### src/rtl/audio_track_pkg.sv
// Shared definitions for the announcement sequencer: FSM states, colour tracks and the
// clip table (base word address + length in samples) also used by the ROM image generator.
package audio_track_pkg;

  typedef enum logic [2:0] {
    ST_IDLE    = 3'd0,
    ST_LOAD    = 3'd1,
    ST_FETCH   = 3'd2,
    ST_CAPTURE = 3'd3,
    ST_PRESENT = 3'd4,
    ST_GAP     = 3'd5
  } state_t;

  typedef logic [2:0]  track_idx_t;
  typedef logic [16:0] track_base_t;
  typedef logic [15:0] track_len_t;

  localparam track_idx_t  TRACK_RED   = 3'd6;
  localparam track_idx_t  TRACK_GREEN = 3'd7;
  localparam int unsigned MAX_COUNT   = 5;

  // "zero".."five", "red", "green"; "four" is an empty clip, "green" ends at the top of the ROM
  localparam track_base_t TRACK_BASE [8] = '{
    17'h00000, 17'h00100, 17'h00200, 17'h00300,
    17'h00400, 17'h10000, 17'h08000, 17'h1FFFC
  };
  localparam track_len_t TRACK_LEN [8] = '{
    16'd5, 16'd3, 16'd6, 16'd4,
    16'd0, 16'd7, 16'd5, 16'd4
  };

endpackage

### src/rtl/track_lookup.sv
// Combinational clip table lookup: track index -> {base word address, length in samples}.
module track_lookup
  import audio_track_pkg::*;
#(
  parameter int ADDR_W = 17
) (
  input  logic [2:0]        track,
  output logic [ADDR_W-1:0] base,
  output track_len_t        len
);

  always_comb begin
    base = ADDR_W'(TRACK_BASE[track]);
    len  = TRACK_LEN[track];
  end

endmodule

### src/rtl/audio_track_sequencer.sv
// Streams the number clip then the colour clip from the sample ROM to the codec FIFO.
// Define ATS_GAP_EN to insert GAP_SAMPLES zero samples between the two clips.
module audio_track_sequencer
  import audio_track_pkg::*;
#(
  parameter int ADDR_W      = 17,
  parameter int CNT_W       = 4,
  parameter int GAP_SAMPLES = 2400
) (
  input  logic              clk,
  input  logic              reset_n,
  input  logic              key_r,
  input  logic              key_g,
  input  logic [CNT_W-1:0]  red_count,
  input  logic [CNT_W-1:0]  green_count,
  output logic              rom_rd,
  output logic [ADDR_W-1:0] rom_addr,
  input  logic [15:0]       rom_data,
  output logic [23:0]       sample,
  output logic              sample_valid,
  input  logic              sample_ready,
  output logic              busy
);

`ifdef ATS_GAP_EN
  localparam bit GAP_EN = 1'b1;
`else
  localparam bit GAP_EN = 1'b0;
`endif

  state_t            state;
  state_t            after_clip;
  logic              phase;
  logic [2:0]        num_track;
  logic [2:0]        color_track;
  logic [2:0]        cur_track;
  logic [2:0]        trig_num;
  logic [CNT_W-1:0]  sel_count;
  logic [ADDR_W-1:0] addr;
  logic [ADDR_W-1:0] tbl_base;
  track_len_t        tbl_len;
  track_len_t        remaining;
  logic [31:0]       gap_cnt;
  logic              clip_end;

  assign rom_addr  = addr;
  assign cur_track = phase ? color_track : num_track;

  track_lookup #(.ADDR_W(ADDR_W)) u_lookup (
    .track (cur_track),
    .base  (tbl_base),
    .len   (tbl_len)
  );

  always_comb begin
    sel_count = key_r ? red_count : green_count;
    trig_num  = (32'(sel_count) > MAX_COUNT) ? 3'(MAX_COUNT) : 3'(sel_count);
    if (phase)                              after_clip = ST_IDLE;
    else if (GAP_EN && (GAP_SAMPLES > 0))   after_clip = ST_GAP;
    else                                    after_clip = ST_LOAD;
    clip_end = ((state == ST_LOAD) && (tbl_len == '0)) ||
               ((state == ST_PRESENT) && sample_ready && (remaining == 16'd1));
  end

  always_ff @(posedge clk or negedge reset_n) begin
    if (!reset_n) begin
      state        <= ST_IDLE;
      phase        <= 1'b0;
      num_track    <= '0;
      color_track  <= '0;
      addr         <= '0;
      remaining    <= '0;
      gap_cnt      <= '0;
      rom_rd       <= 1'b0;
      sample       <= '0;
      sample_valid <= 1'b0;
      busy         <= 1'b0;
    end else begin
      case (state)
        ST_IDLE: begin
          if (key_r || key_g) begin
            num_track   <= trig_num;
            color_track <= key_r ? TRACK_RED : TRACK_GREEN;
            phase       <= 1'b0;
            busy        <= 1'b1;
            state       <= ST_LOAD;
          end
        end
        ST_LOAD: begin
          addr      <= tbl_base;
          remaining <= tbl_len;
          rom_rd    <= 1'b1;
          state     <= ST_FETCH;
        end
        ST_FETCH: begin
          rom_rd <= 1'b0;
          state  <= ST_CAPTURE;
        end
        ST_CAPTURE: begin
          sample       <= {rom_data, 8'h00};
          sample_valid <= 1'b1;
          state        <= ST_PRESENT;
        end
        ST_PRESENT: begin
          if (sample_ready) begin
            addr         <= addr + 1'b1;
            remaining    <= remaining - 1'b1;
            sample_valid <= 1'b0;
            rom_rd       <= 1'b1;
            state        <= ST_FETCH;
          end
        end
        ST_GAP: begin
          if (sample_ready) begin
            gap_cnt <= gap_cnt - 1'b1;
            if (gap_cnt == 32'd1) begin
              sample_valid <= 1'b0;
              state        <= ST_LOAD;
            end
          end
        end
        default: state <= ST_IDLE;
      endcase

      // Clip completion (including an empty clip at LOAD) overrides the per-state assignments above
      if (clip_end) begin
        state        <= after_clip;
        phase        <= 1'b1;
        rom_rd       <= 1'b0;
        sample       <= '0;
        sample_valid <= (after_clip == ST_GAP);
        busy         <= (after_clip != ST_IDLE);
        gap_cnt      <= 32'(GAP_SAMPLES);
      end
    end
  end

endmodule
### config.mk
export PLATFORM = sky130hd
export DESIGN_NAME = audio_track_sequencer
export DESIGN_NICKNAME = d
export VERILOG_FILES = /design/src/rtl/audio_track_pkg.sv /design/src/rtl/track_lookup.sv /design/src/rtl/audio_track_sequencer.sv
export SDC_FILE = /design/constraint.sdc
export NUM_CORES = 1
export LEC_CHECK = 0
export BUFFER_PORTS_ARGS = -buffer_cell sky130_fd_sc_hd__buf_2
export CAP_MARGIN = 30
export CORE_MARGIN = 4
export CORE_UTILIZATION = 52
export DETAILED_ROUTE_END_ITERATION = 16
export PLACE_DENSITY = 0.77
export SYNTH_ARGS = -nofsm -noshare
export SYNTH_HDL_FRONTEND = slang
export SYNTH_SLANG_ARGS = --single-unit
export TNS_END_PERCENT = 100
### constraint.sdc
create_clock -name clk -period 2.69 [get_ports clk]
set_input_delay 0.1345 -clock clk [delete_from_list [all_inputs] [get_ports clk]]
set_output_delay 0.1345 -clock clk [all_outputs]
set_load 0.005 [all_outputs]
==> reports/results.txt <==
Status: completed
Crit-path max FO: 5
Routed wire per std cell: 15.5 microns
Power Dens Cells: 560 nW/um^2
DRT iter0 DRCs: 231
Worst-Skew Late Latency: 0.37 ns
Design Area, Final: 5830 sq um
CP Data Arrival Time: 2.79 ns
Level count of the clock H-tree: 3
Post-synthesis cell type count: 56
Core Area: 9280 sq um
Setup tns final: 0 ns
Worst stage delay on the critical path: 0.58 ns
Clock sinks: 93
Post-placement cell count: 726
CP Class: flip-flop to flip-flop
Chip width: 106 microns
Final period demand of the worst path: 2.51 ns
Main synth FF type: dfrtp_1
Fin Hold WS: 0.0779 ns
Switching part of the total: 32.0%
Least-Margin Pin Slew: 0.791 ns
Fraction of layout cells with a size suffix above 1: 17.3%
Post-synth top area cell: dfrtp_1
Reg power frac: 50.4%
Ranking of synthesized cells by area: dfrtp_1, nand2_1, o21ai_0
PortBufs: 64
CTS Buf Count: 9
Placed inst area: 5470 sq um
Hold crit path type: input port to flip-flop
Area Overhead vs Synth: 16.8%
Setup crit end kind: flip-flop
Post-synth EDFFs: 0
IO Pins: 73
Peak supply drop: 390 uV
GPL Wtd Cong: 0.853
Clk pin slew, worst setup/hold paths: 0.09 ns
Most frequent cells in the layout: dfrtp_1, nand2_1, buf_2, nor2_1, o21ai_0
Worst Path Required: 2.98 ns
Cell-internal power: 2.22 mW
Net Sw Power: 1.04 mW
Final core occ: 62.8%
Avg Inst Size Synth: 9.11 sq um
Root Buffer: clkbuf_8
Largest net degree at the start of global routing: 60
Top Family by Delay on Critical Path: simple AND/OR/NAND/NOR gates
Post-route insts no fill: 759
Cells after synthesis: 548
GRT Total Usage: 21.1%
Leakage: 2.62 nW
Max transition margin: 46.9%
Routed wire length: 11.8 mm
Warnings, synthesis: 0
Number of global-route vias before repair: 4,202
Worst path cell trace: or4_1 -> or3_1 -> or4_1 -> or3_1 -> a21oi_1
Antenna violations before repair: 0
Setup crit start kind: flip-flop
Sequential area share after synthesis: 46.6%
WP buf/inv: 0
Post-CTS setup buffer count: 0
Number of nets in the layout: 663
Period utilisation layout: 93.1%
Max Slew Vio Count: 0
Number of max-cap violations: 0
Chip height: 106 microns
Final setup vio count: 0
Starting Density: 53.8%
RSZ-0062 raised after global routing: no
HPWL Detailed: 7.96 mm
Overflow after GRT: 0
DR pass1 iterations: 5
Final Hold Fails: 0
DRT antenna net count: 0
DR vias/cell: 5.73
Die area: 11,200 sq um
Area of the mapped netlist: 4990 sq um
Synth async-reset ratio: 100%
Critical-path top delay cell: or4_1
Commonest non-fill, non-tap cell in the layout: dfrtp_1
Top-area cell type share of the netlist area: 46.6%
First-pass GRT wire length: 19.5 mm
Max Buffers Root-to-Sink: 2
Residual DRC: 0
CTS tree: yes
Fmax: 399 MHz
Synthesized flop and latch total: 93
Clk pwr share: 27.1%
Final Skew: 0.0199 ns
Diode count: 0
Filler cells: 758
Via count: 4,348
FP Rows: 35
Combinational power share: 22.5%
[registers in the layout, indices dropped and copies added (netlist names)]
name	flops
sample_valid	1
phase	1
rom_addr	17
busy	1
gap_cnt	32
num_track	3
rom_rd	1
sample	16
remaining	16
state	3
color_track	2
[area by class of cell]
cell class / instances / area [sq um] / area share (%)
multi-input combinational: 415 / 2480 / 42.6
clock inverter: 4 / 32.5 / 0.558
tap: 129 / 161 / 2.77
sequential: 93 / 2330 / 39.9
timing repair buffer: 97 / 638 / 10.9
inverter: 9 / 33.8 / 0.579
clock buffer: 12 / 155 / 2.66
[synthesized netlist by cell type (all sizes together), types with 2 or more instances]
| library cell | count |
|---|---|
| dfrtp | 93 |
| nand2 | 63 |
| nor2 | 55 |
| o21ai | 46 |
| clkbuf | 26 |
| xnor2 | 24 |
| a21oi | 23 |
| nor3 | 20 |
| nand3 | 17 |
| nor4 | 15 |
| xor2 | 14 |
| or3 | 13 |
| buf | 12 |
| a22o | 9 |
| ha | 9 |
| inv | 9 |
| or4 | 9 |
| nand4 | 7 |
| a31oi | 6 |
| nand3b | 6 |
| o31a | 6 |
| o31ai | 6 |
| nand2b | 5 |
| mux2 | 4 |
| nand4b | 4 |
| or2 | 4 |
| a21o | 3 |
| a221oi | 3 |
| and2 | 3 |
| mux2i | 3 |
| nor2b | 3 |
| nor3b | 3 |
| a2111oi | 2 |
| a211oi | 2 |
| and3 | 2 |
| o2111ai | 2 |
| o22ai | 2 |
| or4b | 2 |
[worst paths after layout]
kind                                               start                  endpoint  slack [ns]  cells after the start
worst max-delay path             gap_cnt[21]$_DFFE_PN0P_   gap_cnt[26]$_DFFE_PN0P_        0.18                      5
worst min-delay path                        sample_ready      state[2]$_DFFE_PN0P_        0.08                      2
worst max register to register   gap_cnt[21]$_DFFE_PN0P_   gap_cnt[26]$_DFFE_PN0P_        0.18                      5
worst min register to register  num_track[0]$_DFFE_PN0P_  num_track[0]$_DFFE_PN0P_        0.50                      1
max in group asynchronous                        reset_n   gap_cnt[11]$_DFFE_PN0P_        1.64                      3
min in group asynchronous                        reset_n   rom_addr[4]$_DFFE_PN0P_        0.38                      2
[cells by family (layout without fill, tap and decap cells)]
group	count (synthesis)	after routing	synth area share, %
compound gates	118	118	14.8
fa+ha+maj	9	9	2.26
buf+inv	47	122	4.29
flops	93	93	46.6
simple gates	235	235	23.8
xor+xnor	38	38	6.67
other cells	1	8	0.0751
mux	7	7	1.50
[routing by layer]
| layer | share of wire [%] | GRT usage [%] | vias to the layer above |
|---|---|---|---|
| met5 | 0 | 0 | - |
| met4 | 1.7 | 6.85 | 0 |
| met3 | 4.3 | 4.25 | 20 |
| met2 | 51 | 35.4 | 111 |
| met1 | 43 | 27.5 | 2127 |
| li1 | - | - | 2090 |
[power groups by stage]
| stage | Sequential, mW | Clock (mW) | Combinational [mW] |
|---|---|---|---|
| floorplan | 1.64 | 0 | 0.485 |
| global placement | 1.66 | 0 | 0.684 |
| detailed placement | 1.67 | 0 | 0.710 |
| CTS | 1.64 | 0.906 | 0.732 |
| global route | 1.67 | 0.965 | 0.827 |
| finish | 1.65 | 0.885 | 0.733 |
[metrics by stage]
step / power, mW / setup slack, ns
final: 3.26 / 0.184
after global routing: 3.46 / 0.0351
after CTS: 3.28 / 0.175
after detailed placement: 2.38 / 0.231
after global placement: 2.35 / 0.264
after floorplan: 2.13 / 0.192
[timing repair]
| item | in CTS | in global routing |
|---|---|---|
| endpoints found under the hold margin | 74 | 0 |
| hold buffers | 17 | 0 |
| resized for setup | 0 | 1 |
| endpoints found under the setup margin | 0 | 8 |
No activity file was read; power rests on OpenSTA's default activity.
